==> src/rtl/mac_accumulator4.sv <==
// Multiply-accumulate of 4-bit unsigned operand pairs with valid/ready handshakes.
// Define MAC_ACCUMULATOR4_SAT_EN to saturate the accumulator instead of wrapping.
module mac_accumulator4 #(
  parameter int ACC_W     = 12,
  parameter int MAX_TERMS = 16
) (
  input  logic             clk,
  input  logic             rst,
  input  logic             clear,
  input  logic             in_valid,
  output logic             in_ready,
  input  logic [3:0]       a,
  input  logic [3:0]       b,
  input  logic             last,
  output logic             out_valid,
  input  logic             out_ready,
  output logic [ACC_W-1:0] acc_out,
  output logic [4:0]       term_count,
  output logic             overflow
);

  localparam logic [1:0] S_IDLE  = 2'd0;
  localparam logic [1:0] S_ACC   = 2'd1;
  localparam logic [1:0] S_FLUSH = 2'd2;
  localparam logic [1:0] S_DONE  = 2'd3;
  localparam logic [4:0] MAX_CNT = 5'(MAX_TERMS);

  logic [1:0]       state_q, state_d;
  logic [7:0]       prod_q, prod_d;
  logic [ACC_W-1:0] acc_q, acc_d;
  logic [4:0]       cnt_q, cnt_d;
  logic             ovf_q, ovf_d;
  logic             accept;
  logic [4:0]       cnt_inc;
  logic [ACC_W:0]   sum;

  assign in_ready   = ((state_q == S_IDLE) || (state_q == S_ACC)) && !clear;
  assign accept     = in_valid && in_ready;
  assign out_valid  = (state_q == S_DONE);
  assign acc_out    = acc_q;
  assign term_count = cnt_q;
  assign overflow   = ovf_q;
  assign cnt_inc    = cnt_q + 5'd1;
  // One extra bit on the sum exposes the carry used for overflow detection.
  assign sum        = {1'b0, acc_q} + {{(ACC_W - 7){1'b0}}, prod_q};

  always_comb begin
    state_d = state_q;
    acc_d   = acc_q;
    cnt_d   = cnt_q;
    ovf_d   = ovf_q;
    // An empty product slot holds zero so idle cycles add nothing.
    prod_d  = accept ? ({4'b0, a} * {4'b0, b}) : 8'd0;

    if (state_q != S_DONE) begin
      acc_d = sum[ACC_W-1:0];
      if (sum[ACC_W]) begin
        ovf_d = 1'b1;
`ifdef MAC_ACCUMULATOR4_SAT_EN
        acc_d = '1;
`else
        acc_d = sum[ACC_W-1:0];
`endif
      end
    end

    case (state_q)
      S_IDLE, S_ACC: begin
        if (accept) begin
          cnt_d   = cnt_inc;
          state_d = (last || (cnt_inc == MAX_CNT)) ? S_FLUSH : S_ACC;
        end
      end
      S_FLUSH: state_d = S_DONE;
      S_DONE: begin
        if (out_ready) begin
          state_d = S_IDLE;
          acc_d   = '0;
          cnt_d   = '0;
          ovf_d   = 1'b0;
        end
      end
      default: state_d = S_IDLE;
    endcase

    if (clear) begin
      state_d = S_IDLE;
      prod_d  = '0;
      acc_d   = '0;
      cnt_d   = '0;
      ovf_d   = 1'b0;
    end
  end

  always_ff @(posedge clk) begin
    if (rst) begin
      state_q <= S_IDLE;
      prod_q  <= '0;
      acc_q   <= '0;
      cnt_q   <= '0;
      ovf_q   <= 1'b0;
    end else begin
      state_q <= state_d;
      prod_q  <= prod_d;
      acc_q   <= acc_d;
      cnt_q   <= cnt_d;
      ovf_q   <= ovf_d;
    end
  end

endmodule

==> config.mk <==
export PLATFORM = sky130hd
export DESIGN_NAME = mac_accumulator4
export DESIGN_NICKNAME = d
export VERILOG_FILES = /design/src/rtl/mac_accumulator4.sv
export SDC_FILE = /design/constraint.sdc
export NUM_CORES = 1
export LEC_CHECK = 0
export CAP_MARGIN = 20
export CORE_MARGIN = 5
export CORE_UTILIZATION = 56
export CTS_CLUSTER_DIAMETER = 50
export DETAILED_ROUTE_END_ITERATION = 8
export PLACE_DENSITY = 0.94
export SKIP_LAST_GASP = 1
export SYNTH_ARGS = -nofsm -noshare
export SYNTH_HDL_FRONTEND = slang
export SYNTH_SLANG_ARGS = --single-unit
==> constraint.sdc <==
create_clock -name clk -period 4.42 [get_ports clk]
set_input_delay 0.884 -clock clk [delete_from_list [all_inputs] [get_ports clk]]
set_output_delay 0.884 -clock clk [all_outputs]
set_load 0.01 [all_outputs]
==> summary.log <==
qor: die.floorplan.die.height 67.4 um
qor: sta.layout_min_cycle_time 3380 ps
qor: placed_design.place.detailed.hpwl 3240 um
qor: yosys.async_flop_share 0
qor: final_layout.antenna-diode-count 0
qor: sta.final-max-slew-violation-count 0
qor: cts.clk-insertion-delay-late 330 ps
qor: final_layout.layout.core_utilization 0.731
qor: sta.fin_ws 1040 ps
qor: final_layout.multi_input_area 1250 um2
qor: yosys.syn_area_per_cell 8.86 um2
qor: yosys.netlist_area 1840 um2
qor: cts.cts_max_path_buffers 2
qor: sta.post-route-period-util 0.765
qor: power_and_ir_drop.p_total 0.525 mW
qor: cts.cts-root-buf sky130_fd_sc_hd__clkbuf_4
qor: cts.post_cts_buffers 0
qor: drt.first_drt_pass_iteration_count 4
qor: die.horizontal_extent_of_the_die 67.4 um
qor: power_and_ir_drop.power-per-cell-area 231 nW/um2
qor: drt.wl_final 4230 um
qor: drt.viasPerCell 5.68
qor: placed_design.dp_slack 651 ps
qor: final_layout.finish.net_count 283
qor: sta.fin_skew 2.58 ps
qor: placed_design.gpl.final_weighted_congestion 0.846
qor: critical_path.crit_fanout 4
qor: final_layout.final-seq-area 561 um2
qor: placed_design.i_o_buffers 33
qor: yosys.synth_seq_cells 28
qor: sta.finalSetupViolCount 0
qor: final_layout.finish.instance_area 2270 um2
qor: grt.globalRoute.totalOverflow 0
qor: power_and_ir_drop.power_switching 0.130 mW
qor: drt.drt-initial-drc-count 107
qor: cts.worst_setup_hold_path_clk_slew 150 ps
qor: cts.clock-sinks 28
qor: status.run_status finished clean
qor: power_and_ir_drop.power.switching_fraction 0.248
qor: grt.antenna_found_initial 0
qor: grt.grt_first_pass_wirelength 7260 um
qor: critical_path.cp.required 4670 ps
qor: sta.fin_tns_setup 0 ps
qor: yosys.synthDominantAreaCellType sky130_fd_sc_hd__dfxtp_1
qor: sta.highest_clock_frequency_the_design_can_meet 296 MHz
qor: drt.via_count 1624
qor: cts.numCtsBuffers 3
qor: critical_path.setup_crit_path_kind in -> reg
qor: sta.slew_headroom 0.647
qor: yosys.synth_top_area_share 0.304
qor: drt.remaining_drc_errors 0
qor: power_and_ir_drop.internal-power 0.395 mW
qor: sta.final-hold-violation-count 0
qor: sta.worst-slew-pin-transition 527 ps
qor: critical_path.timing.critical_path.arrival 3630 ps
qor: critical_path.crit_path_start_kind input pin
qor: yosys.mappedNetlistNets 248
qor: yosys.synth.top_cells.by_count sky130_fd_sc_hd__dfxtp_1 (28), sky130_fd_sc_hd__ha_1 (21), sky130_fd_sc_hd__nor2_1 (19)
qor: placed_design.placed_cell_area 2220 um2
qor: grt.first_global_vias 1689
qor: yosys.synth.top_cells.by_area sky130_fd_sc_hd__dfxtp_1 (30%), sky130_fd_sc_hd__ha_1 (14%), sky130_fd_sc_hd__and2_1 (5.4%)
qor: grt.grt_max_degree 17
qor: grt.grt_util_all_layers 0.206
qor: power_and_ir_drop.power.share.sequential 0.497
qor: drt.routed_wire_length_per_instance 14.8 um
qor: final_layout.syn2layout_area_growth 23.2%
qor: yosys.synth_edf_count 0
qor: min_path.worst_hold_path_type reg -> reg
qor: cts.cts_tree built
qor: die.floorplan.rows 20
qor: sta.unrepaired_setup_endpoints_after_global_routing false
qor: die.coreArea 3100 um2
qor: final_layout.post_route_cells_drive_above_1_share 0.0620
qor: yosys.seq_total_area_yosys 0.304
qor: yosys.synth.lib_cells_used.distinct 41
qor: cts.post_cts_hold_buffer_count 0
qor: die.io_pins 34
qor: yosys.synthCells 208
qor: yosys.ys.flop_type sky130_fd_sc_hd__dfxtp_1
qor: critical_path.critical_path.endpoint_type register
qor: cts.post_cts_resized 0
qor: drt.final_antenna_net_count 0
qor: power_and_ir_drop.vdd_drop_max 110 uV
qor: power_and_ir_drop.total_leakage_power 0.988 nW
qor: power_and_ir_drop.pwr-share-clk 0.322
qor: cts.cts_max_level 1
qor: power_and_ir_drop.combinationalPowerShare 0.181
qor: job.maxCapViolCount 0
qor: die.die_area 4540 um2
qor: yosys.synthesis.yosys.warnings 0
qor: die.initial_util 0.594
qor: final_layout.count_of_filler_cells_inserted_in_the_layout 249
qor: yosys.yosysMostFrequentCell sky130_fd_sc_hd__dfxtp_1
-- final cells by class --
type	instances	share of cell area
Inverter	5	0.00827
Timing Repair Buffer	33	0.146
Sequential cell	28	0.247
Clock inverter	1	0.0132
Tap cell	44	0.0243
Clock buffer	3	0.00992
Multi-Input combinational cell	172	0.552
-- cell families (layout without fill, tap and decap cells) --
group | after synthesis | in the layout | synth area share
compound gates | 46 | 46 | 0.161
xor+xnor | 10 | 10 | 0.0516
fa+ha+maj | 26 | 26 | 0.197
buf+inv | 8 | 42 | 0.0163
flops | 28 | 28 | 0.304
mux | 1 | 1 | 0.00543
simple gates | 89 | 89 | 0.265
-- worst max-delay path, stage by stage --
cell and delay [ps]:
sky130_fd_sc_hd__clkdlybuf4s50_1 500, sky130_fd_sc_hd__nand2_1 90, sky130_fd_sc_hd__fa_1 530, sky130_fd_sc_hd__inv_1 50, sky130_fd_sc_hd__fa_1 520, sky130_fd_sc_hd__fa_1 470, sky130_fd_sc_hd__a21o_1 190, sky130_fd_sc_hd__a21oi_1 170
sky130_fd_sc_hd__xor2_1 170, sky130_fd_sc_hd__nor2_1 60
-- placed cells by master, fill, tap and decap left out, types with 4 or more instances in the layout --
master	instances
sky130_fd_sc_hd__a21o_1	5
sky130_fd_sc_hd__a21oi_1	17
sky130_fd_sc_hd__and2_1	16
sky130_fd_sc_hd__clkdlybuf4s50_1	33
sky130_fd_sc_hd__dfxtp_1	28
sky130_fd_sc_hd__fa_1	5
sky130_fd_sc_hd__ha_1	21
sky130_fd_sc_hd__inv_1	4
sky130_fd_sc_hd__nand2_1	18
sky130_fd_sc_hd__nand3_1	7
sky130_fd_sc_hd__nand3b_1	5
sky130_fd_sc_hd__nand4_1	4
sky130_fd_sc_hd__nor2_1	19
sky130_fd_sc_hd__o21ai_0	5
sky130_fd_sc_hd__or3_1	4
sky130_fd_sc_hd__xor2_1	6
-- path summary, 6_finish.rpt --
check	from	end	slack, ps	depth (start not counted)
setup / recovery	b[3]	prod_q[6]	1040	10
setup reg to reg	acc_out[0]	acc_out[10]	2360	7
hold / removal	overflow	overflow	450	2
hold reg to reg	overflow	overflow	450	2
-- stage by stage --
step           hold slack [ps]  cells
2_1_floorplan              470    208
3_3_place_gp               433    282
4_1_cts                    457    286
6_report                   453    286
5_1_grt                    511    286
3_5_place_dp               437    282
-- flip-flops by register name (all words and copies together) (netlist names) --
register	flops
overflow	1
prod_q	8
term_count	5
acc_out	12
state_q	2
-- routing by layer --
| layer | share of wire | wire length, um | global-route usage | vias up |
|---|---|---|---|---|
| li1 | - | - | - | 816 |
| met1 | 0.43 | 1830 | 0.235 | 747 |
| met2 | 0.50 | 2090 | 0.385 | 48 |
| met3 | 0.042 | 179 | 0.0150 | 13 |
| met4 | 0.029 | 121 | 0.0962 | 0 |
| met5 | 0 | 0 | 0 | - |
-- power groups by stage --
stage / clock network (mW) / registers (mW) / logic, mW
2_1_floorplan: 0 / 0.266 / 0.0605
3_3_place_gp: 0 / 0.266 / 0.0907
3_5_place_dp: 0 / 0.266 / 0.0936
4_1_cts: 0.173 / 0.261 / 0.0951
5_1_grt: 0.182 / 0.262 / 0.109
6_report: 0.169 / 0.261 / 0.0949
Note: power is estimated with default switching activity, not from simulation.
